### config.mk
export PLATFORM = sky130hd
export DESIGN_NAME = fifo_rd_drain
export DESIGN_NICKNAME = d
export VERILOG_FILES = /design/src/rtl/fifo_rd_drain.sv
export SDC_FILE = /design/constraint.sdc
export NUM_CORES = 1
export LEC_CHECK = 0
export BUFFER_PORTS_ARGS = -buffer_cell sky130_fd_sc_hd__buf_4
export CORE_AREA = 5 5 75 77
export DETAILED_ROUTE_END_ITERATION = 8
export DIE_AREA = 0 0 80 82
export GPL_TIMING_DRIVEN = 0
export PLACE_DENSITY = 0.55
export SLEW_MARGIN = 20
export SYNTH_ARGS = -nofsm -noshare
export SYNTH_HDL_FRONTEND = slang
export SYNTH_SLANG_ARGS = --single-unit
### constraint.sdc
create_clock -name clk -period 3.53 [get_ports clk]
set_clock_uncertainty 0.1 [all_clocks]
set_input_delay 0.353 -clock clk [delete_from_list [all_inputs] [get_ports clk]]
set_output_delay 0.353 -clock clk [all_outputs]
set_load 0.01 [all_outputs]
### src/rtl/fifo_rd_drain.sv
// fifo_rd_drain: drains an async FIFO read port into a 2-entry valid/ready output buffer.
// Define FIFO_RD_STATS_EN to build the delivered-word and stall counters.
module fifo_rd_drain #(
    parameter int WIDTH = 8
) (
    input  logic             clk,
    input  logic             reset_,
    output logic             fifo_rden,
    input  logic [WIDTH-1:0] fifo_dataout,
    input  logic             fifo_rdempty,
    input  logic             flush,
    output logic             out_valid,
    output logic [WIDTH-1:0] out_data,
    input  logic             out_ready,
    output logic [31:0]      stat_words,
    output logic [15:0]      stat_stall
);
    typedef enum logic [1:0] {EMPTY, ONE, TWO} occ_e;
    occ_e             occ_q, occ_d;
    logic             pend_q, drop_q, drop_d;
    logic [WIDTH-1:0] head_q, head_d, tail_q, tail_d;
    logic             pop, cap;
    logic [2:0]       credit;

    assign pop       = out_valid & out_ready & ~flush;
    assign cap       = pend_q & ~drop_q;
    // pop implies occ >= 1, so this 3-bit sum never underflows
    assign credit    = {1'b0, occ_q} + {2'b00, pend_q} - {2'b00, pop};
    assign fifo_rden = reset_ & ~flush & ~fifo_rdempty & (credit < 3'd2);
    assign out_valid = (occ_q != EMPTY) & ~flush;
    assign out_data  = head_q;

    always_comb begin
        occ_d  = occ_q;
        head_d = head_q;
        tail_d = tail_q;
        drop_d = flush & (pend_q | fifo_rden);
        if (flush) begin
            occ_d = EMPTY;
        end else begin
            case (occ_q)
                EMPTY: if (cap) begin
                    head_d = fifo_dataout;
                    occ_d  = ONE;
                end
                ONE: begin
                    if (cap && pop) begin
                        head_d = fifo_dataout;
                    end else if (cap) begin
                        tail_d = fifo_dataout;
                        occ_d  = TWO;
                    end else if (pop) begin
                        occ_d = EMPTY;
                    end
                end
                default: if (pop) begin
                    head_d = tail_q;
                    tail_d = fifo_dataout;
                    occ_d  = cap ? TWO : ONE;
                end
            endcase
        end
    end

    always_ff @(posedge clk or negedge reset_) begin
        if (!reset_) begin
            occ_q  <= EMPTY;
            pend_q <= 1'b0;
            drop_q <= 1'b0;
            head_q <= '0;
            tail_q <= '0;
        end else begin
            occ_q  <= occ_d;
            pend_q <= fifo_rden;
            drop_q <= drop_d;
            head_q <= head_d;
            tail_q <= tail_d;
        end
    end

    // The credit rule makes this unreachable; a hit means a word would be lost.
    assert property (@(posedge clk) disable iff (!reset_) !(cap && occ_q == TWO && !pop));

`ifdef FIFO_RD_STATS_EN
    logic [31:0] words_q;
    logic [15:0] stall_q;
    always_ff @(posedge clk or negedge reset_) begin
        if (!reset_) begin
            words_q <= '0;
            stall_q <= '0;
        end else begin
            words_q <= words_q + {31'd0, pop};
            stall_q <= (out_valid && !out_ready && stall_q != 16'hFFFF) ? stall_q + 16'd1 : stall_q;
        end
    end
    assign stat_words = words_q;
    assign stat_stall = stall_q;
`else
    assign stat_words = '0;
    assign stat_stall = '0;
`endif
endmodule

==> summary.txt, run 1 <==
Run status
  – Status: finished, final reports clean

Finish
  – Layout cells sized above 1: 38.6%
  – Ant. Diodes: 0
  – Cell area after layout: 0.00192 sq mm
  – Layout Nets: approximately 240
  – Area delta synth->final: 35.4%

Placement
  – Cell Area, Placed: 0.00184 sq mm
  – DP Wirelength: 2290 microns
  – Port bufs: 21
  – GPL Wtd Cong: 0.721

GRT
  – Gr ovfl total: 0
  – Met3 Usage GRT: between 3 and 4%
  – GRT met1 Usage: 11.4%
  – Met2 Use GR: 14.9%
  – Top Usage Layer GRT: met2
  – Total Routing Usage GR: 8.91%
  – Vias in the first global route: 979
  – Initial antenna violation count: 0
  – Largest net degree at the start of global routing: 22
  – First-pass GRT wire length: about 4600 microns

Clock tree
  – CTS Hold Buffers Added: 1
  – TritonCTS clock tree: yes
  – Worst-Skew Late Latency: 0.26 ns
  – Num CTS Buffers: 3
  – CTS Root Cell: clkbuf_8
  – Post-CTS Setup Bufs: 0
  – CTS H-Tree Depth: 1
  – CTS clk-pin slew, worst paths: ~0.08 ns
  – Post-cts resize count: 0
  – CTS Sinks: 20
  – Max Root-Sink Buffers: 2

Detailed routing
  – Initial DRC count: 29
  – Wire per inst: around 10 microns
  – DR DRC count: 0
  – Vias per inst: 3.62
  – Final WL: 3000 microns
  – Via count: around 1100
  – Remaining antenna violation count: 0
  – Drt first pass iters: 4

Floorplanning
  – Die span in x: 80 microns
  – Num rows: 26
  – Initial Util: 28.7%
  – Die height: ~82 microns
  – Area of the core: 0.00494 sq mm
  – IO Pins: between 70 and 80
  – Die area: 0.00656 sq mm

Timing
  – Final Cycle Share: 90.8%
  – Tmin final: roughly 3.2 ns
  – Hold WS: ~0.24 ns
  – Hold violation count in the final report: 0
  – Slew @ Worst Pin: between 0.7 and 0.8 ns
  – Fmax: between 300 and 400 MHz
  – Setup TNS: 0 ns
  – Max_slew headroom: 48.7%
  – RSZ-0062 raised after global routing: false
  – Max-slew violations: 0
  – Setup violators final: 0

Yosys
  – Mapped Cells: 150
  – Post-synth top flop: dfrtp_1
  – Yosys warns: 0
  – Mapped Avg Cell Area: 9.47 sq um
  – Top-area cell type share of the netlist area: 35.2%
  – Async SR Flop Fraction: 100%
  – Cell accounting for the most synthesized area: dfrtp_1
  – Synth cell types: 30
  – Post-synth top cells: buf_4 (48), dfrtp_1 (20), inv_1 (10)
  – Synthesized area: 0.00142 sq mm
  – Sequential fraction of the synthesis area: 35.2%
  – Top cells by area, synth: dfrtp_1 (35%), buf_4 (25%), mux2_2 (6.3%), o211ai_1 (4.2%), o31ai_1 (4.2%)
  – Count leader, synth: buf_4
  – Number of synthesized register bits: 20
  – Post-synth EDFFs: 0

Worst setup path
  – CP dominant cell by count: nor2_1
  – Critical Path Fanout Max: 10
  – Crit path largest cell delay: about 0.48 ns
  – CP endpoint kind: primary output
  – Highest-delay cell along the critical path: fa_1
  – Largest delay contributor family on the critical path: simple AND/OR/NAND/NOR gates
  – Crit path DAT: between 2 and 3 ns
  – Worst endpoint required time: just over 3 ns
  – Bufs and invs on worst path: 3
  – Worst path cell trace: buf_6 -> clkbuf_1 -> nor2_1 -> nor2_1 -> and2_1 -> ha_1 -> nand2b_1 -> fa_1 -> nand4bb_1 -> nor2_1 -> buf_4
  – Startpoint Class: register
  – Crit Path Class: register to primary output

Power and ir drop
  – Power Density: 371 mW/mm^2
  – Max rail drop VDD: 251 uV
  – Pleak: 1.00 nW
  – Overall Power: 0.714 mW

Run
  – Max-Cap Viols: 0

Min path
  – Worst min path class: primary input to register
-- area by class of cell --
class / count / area [sq um]
Clock buffer: 3 / 41.3
Sequential cell: 20 / 500
Inverter: 10 / 37.5
Clock inverter: 1 / 30.0
Timing Repair Buffer: 22 / 168
Buffer: 55 / 395
Tap cell: 70 / 87.6
Fill cell: 540 / 3020
Multi-Input combinational cell: 112 / 663
-- worst paths after layout --
path                       slack [ns]                       to               startpoint  depth (start not counted)
hold reg to reg                  0.41  out_data[5]$_DFFE_PN0P_  out_data[5]$_DFFE_PN0P_                          1
setup reg to reg                 1.00         pend_q$_DFF_PN0_     occ_q[1]$_DFFE_PN0P_                         10
hold / removal                   0.24    tail_q[3]$_DFFE_PN0P_                    flush                          2
min in group asynchronous        0.40  out_data[6]$_DFFE_PN0P_                   reset_                          2
max in group asynchronous        2.70     occ_q[0]$_DFFE_PN0P_                   reset_                          2
setup / recovery                 0.32                fifo_rden     occ_q[1]$_DFFE_PN0P_                         11
-- flip-flops by register name, indices dropped and copies added, names as in the netlist --
register	count
drop_q	1
out_data	8
pend_q	1
occ_q	2
tail_q	8
-- per-layer routing --
metal	up-vias	share of wire, %
li1	551	-
met1	470	44
met2	41	47
met3	0	8.6
met4	0	0
met5	-	0
-- through the flow --
| stage | utilization [%] | setup WS, ns | std cells |
|---|---|---|---|
| 3_3_place_gp | 37.2 | 0.596 | 288 |
| 5_1_grt | 38.9 | 0.115 | 293 |
| 2_1_floorplan | - | 0.799 | 197 |
| 4_1_cts | 38.9 | 0.283 | 293 |
| 3_5_place_dp | 37.2 | 0.568 | 288 |
| 6_report | 38.9 | 0.324 | 293 |
-- placed cells by master, fill, tap and decap left out, types with 2 or more instances in the layout --
master and count:
nand4bb_1 2, o21ai_0 8, o31ai_1 8, clkbuf_1 5, conb_1 48, clkbuf_8 3
a21oi_1 2, and2_1 2, inv_1 10, nand2b_1 2, o211ai_1 8, nor2_1 3
mux2_2 8, buf_4 69, nand2_1 8, dfrtp_1 20
-- power by group --
group	switching, mW	internal [mW]
sequential	0.0202	0.267
combinational	0.0853	0.109
clock	0.0816	0.151
total	0.187	0.527
-- logic make-up (layout without fill, tap and decap cells) --
logic type	after synthesis	in the layout	synth area share (%)
XOR/XNOR	2	2	1.23
flip-flops	20	20	35.2
AND/OR/NAND/NOR	22	22	8.55
buffers and inverters	65	91	30.5
other	1	48	0.264
AO/OA/AOI/OAI	30	30	15.6
adder cells (fa/ha/maj)	2	2	2.29
multiplexers	8	8	6.34
(Power assumes the default switching activity.)
==> run 2: changes to the inputs <==
--- a/config.mk
+++ b/config.mk
@@ -6,11 +6,12 @@
 export NUM_CORES = 1
 export LEC_CHECK = 0
 export BUFFER_PORTS_ARGS = -buffer_cell sky130_fd_sc_hd__buf_4
-export CORE_AREA = 5 5 75 77
+export CORE_AREA = 2 2 72 74
 export DETAILED_ROUTE_END_ITERATION = 8
-export DIE_AREA = 0 0 80 82
+export DIE_AREA = 0 0 74 76
 export GPL_TIMING_DRIVEN = 0
 export PLACE_DENSITY = 0.55
+export REMOVE_ABC_BUFFERS = 1
 export SLEW_MARGIN = 20
 export SYNTH_ARGS = -nofsm -noshare
 export SYNTH_HDL_FRONTEND = slang
==> run 2 against run 1 <==
Core utilization decreased by 7.6 points. Power decreased by 6.4%. Critical path depth decreased by 2. Final cell count decreased by 18%. Setup slack got worse by 0.0050 ns. Via count decreased by 15%. Combinational power decreased by 22%. Global-route usage decreased by 0.067 points. Routed wire length decreased by 22%. Register-to-register slack about the same. Hold slack improved by 0.014 ns. Final area decreased by 20%.
==> summary.txt, run 2 (synthesis gave the netlist of run 1 again) <==
Detailed routing
  – Wire per inst: approximately 10 microns
  – Initial DRC count: 18
  – Final WL: 2340 microns
  – Via count: 898
  – Remaining antenna violation count: 0
  – Vias per inst: 3.76
  – DR DRC count: 0
  – Drt first pass iters: 4

Timing
  – Setup violators final: 0
  – Setup WS post-layout: 0.319 ns
  – Slew @ Worst Pin: 0.835 ns
  – Setup TNS: 0 ns
  – Final Cycle Share: 91.0%
  – Max_slew headroom: 44.3%
  – Max-slew violations: 0
  – Fmax: around 310 MHz
  – Hold WS: 0.257 ns
  – Tmin final: 3.21 ns
  – RSZ-0062 raised after global routing: false
  – Hold violation count in the final report: 0

Clock tree
  – TritonCTS clock tree: yes
  – Post-CTS Setup Bufs: 0
  – CTS Root Cell: clkbuf_8
  – CTS Sinks: 20
  – Max Root-Sink Buffers: 2
  – CTS H-Tree Depth: 1
  – CTS clk-pin slew, worst paths: 0.08 ns
  – Worst-Skew Late Latency: 0.26 ns
  – Num CTS Buffers: 3

Finish
  – Most frequent cells in the layout: conb_1 (48), buf_4 (22), dfrtp_1 (20)
  – Fillers: 522
  – Multi-input gate area: 663 sq um
  – Commonest non-fill, non-tap cell in the layout: conb_1
  – Layout cells sized above 1: 21.9%
  – Final Core Density: 31.3%
  – Cell area after layout: 0.00154 sq mm
  – Area delta synth->final: 8.11%
  – Ant. Diodes: 0
  – Non-Filler Instances: 239
  – Layout Nets: approximately 190
  – Register Area: 500 sq um

GRT
  – Met3 Usage GRT: 1.32%
  – Largest net degree at the start of global routing: 27
  – GRT met1 Usage: roughly an eighth
  – Initial antenna violation count: 0
  – First-pass GRT wire length: about 4000 microns
  – Top Usage Layer GRT: met2
  – Total Routing Usage GR: 8.84%
  – Vias in the first global route: 885
  – Gr ovfl total: 0
  – Met2 Use GR: 13.5%

Worst setup path
  – Critical Path Fanout Max: 26
  – Reg2reg path depth: 8
  – Crit path DAT: roughly 2.8 ns
  – Startpoint Class: register
  – Crit path to: fifo_rden
  – Crit path largest cell delay: 0.89 ns
  – Worst r2r src: occ_q[1]$_DFFE_PN0P_
  – Worst path cell trace: nor2_1 -> nor2_1 -> and2_1 -> ha_1 -> nand2b_1 -> fa_1 -> nand4bb_1 -> nor2_1 -> buf_4
  – Highest-delay cell along the critical path: dfrtp_1
  – Worst endpoint required time: 3.08 ns
  – CP dominant cell by count: nor2_1
  – CP endpoint kind: primary output
  – CP startpoint: occ_q[1]$_DFFE_PN0P_
  – R2R setup slack: around 0.99 ns
  – Crit Path Class: register to primary output
  – Reg2reg end: pend_q$_DFF_PN0_

Power and ir drop
  – Power Density: 435 mW/mm^2
  – Overall Power: 0.668 mW
  – Max rail drop VDD: 219 uV
  – Pleak: 0.729 nW

Run
  – Max-Cap Viols: 0

Floorplanning
  – Num rows: 26
  – Die area: about 0.0056 sq mm
  – Die span in x: roughly 74 microns
  – Die height: 76 microns
  – Area of the core: 0.00491 sq mm
  – IO Pins: 71
  – Initial Util: 28.9%

Min path
  – Worst min path class: primary input to register
  – Hold Path Stages: 3

Placement
  – GPL Wtd Cong: 0.674
  – Port bufs: 22
  – Cell Area, Placed: 0.00145 sq mm
  – Dpl cells: 234
  – DP Worst Slack: 0.585 ns
  – DP Wirelength: ~1700 microns

Run status
  – Status: finished, final reports clean
## run 2: changes by cell type in the layout (fill, tap and decap cells not counted), sizes merged
cell and delta:
buf -49, clkbuf -5
## run 2: critical path, delay by kind of cell (launching register included)
family	cells	cell delay, ns
buffers and inverters	1	0.14
adders and majority gates	2	0.70
DFF	1	0.89
and+or+nand+nor	6	0.76
## run 2: timing repair
item,in CTS,in global routing
hold endpoints to repair,20,0
setup endpoints to repair,0,0
hold buffers,1,0
gates resized for setup,0,0
## run 2: power by group
| group | switching (mW) | leakage (nW) | internal [mW] |
|---|---|---|---|
| clock network | 0.0793 | 0.0357 | 0.151 |
| registers | 0.0197 | 0.256 | 0.267 |
| logic | 0.0766 | 0.437 | 0.0742 |
## run 2: layout make-up
| cell class | instances | area share, % |
|---|---|---|
| clock inverter | 1 | 1.96 |
| tap | 70 | 5.70 |
| sequential | 20 | 32.6 |
| multi-input combinational | 112 | 43.2 |
| timing repair buffer | 23 | 11.4 |
| clock buffer | 3 | 2.69 |
| inverter | 10 | 2.44 |
## run 2: routing by layer
metal | vias up | share of wire [%]
met5 | - | 0
met4 | 0 | 0.38
met3 | 2 | 6.1
met2 | 47 | 47
met1 | 406 | 47
li1 | 443 | -
## run 2: how the worst min path moves through the flow
stage / startpoint / end / slack (ns)
floorplan: reset_ / drop_q$_DFF_PN0_ / -0.04
global placement: reset_ / pend_q$_DFF_PN0_ / 0.16
detailed placement: reset_ / pend_q$_DFF_PN0_ / 0.16
CTS: fifo_dataout[2] / tail_q[2]$_DFFE_PN0P_ / 0.25
global route: fifo_dataout[2] / tail_q[2]$_DFFE_PN0P_ / 0.27
finish: fifo_dataout[1] / tail_q[1]$_DFFE_PN0P_ / 0.26
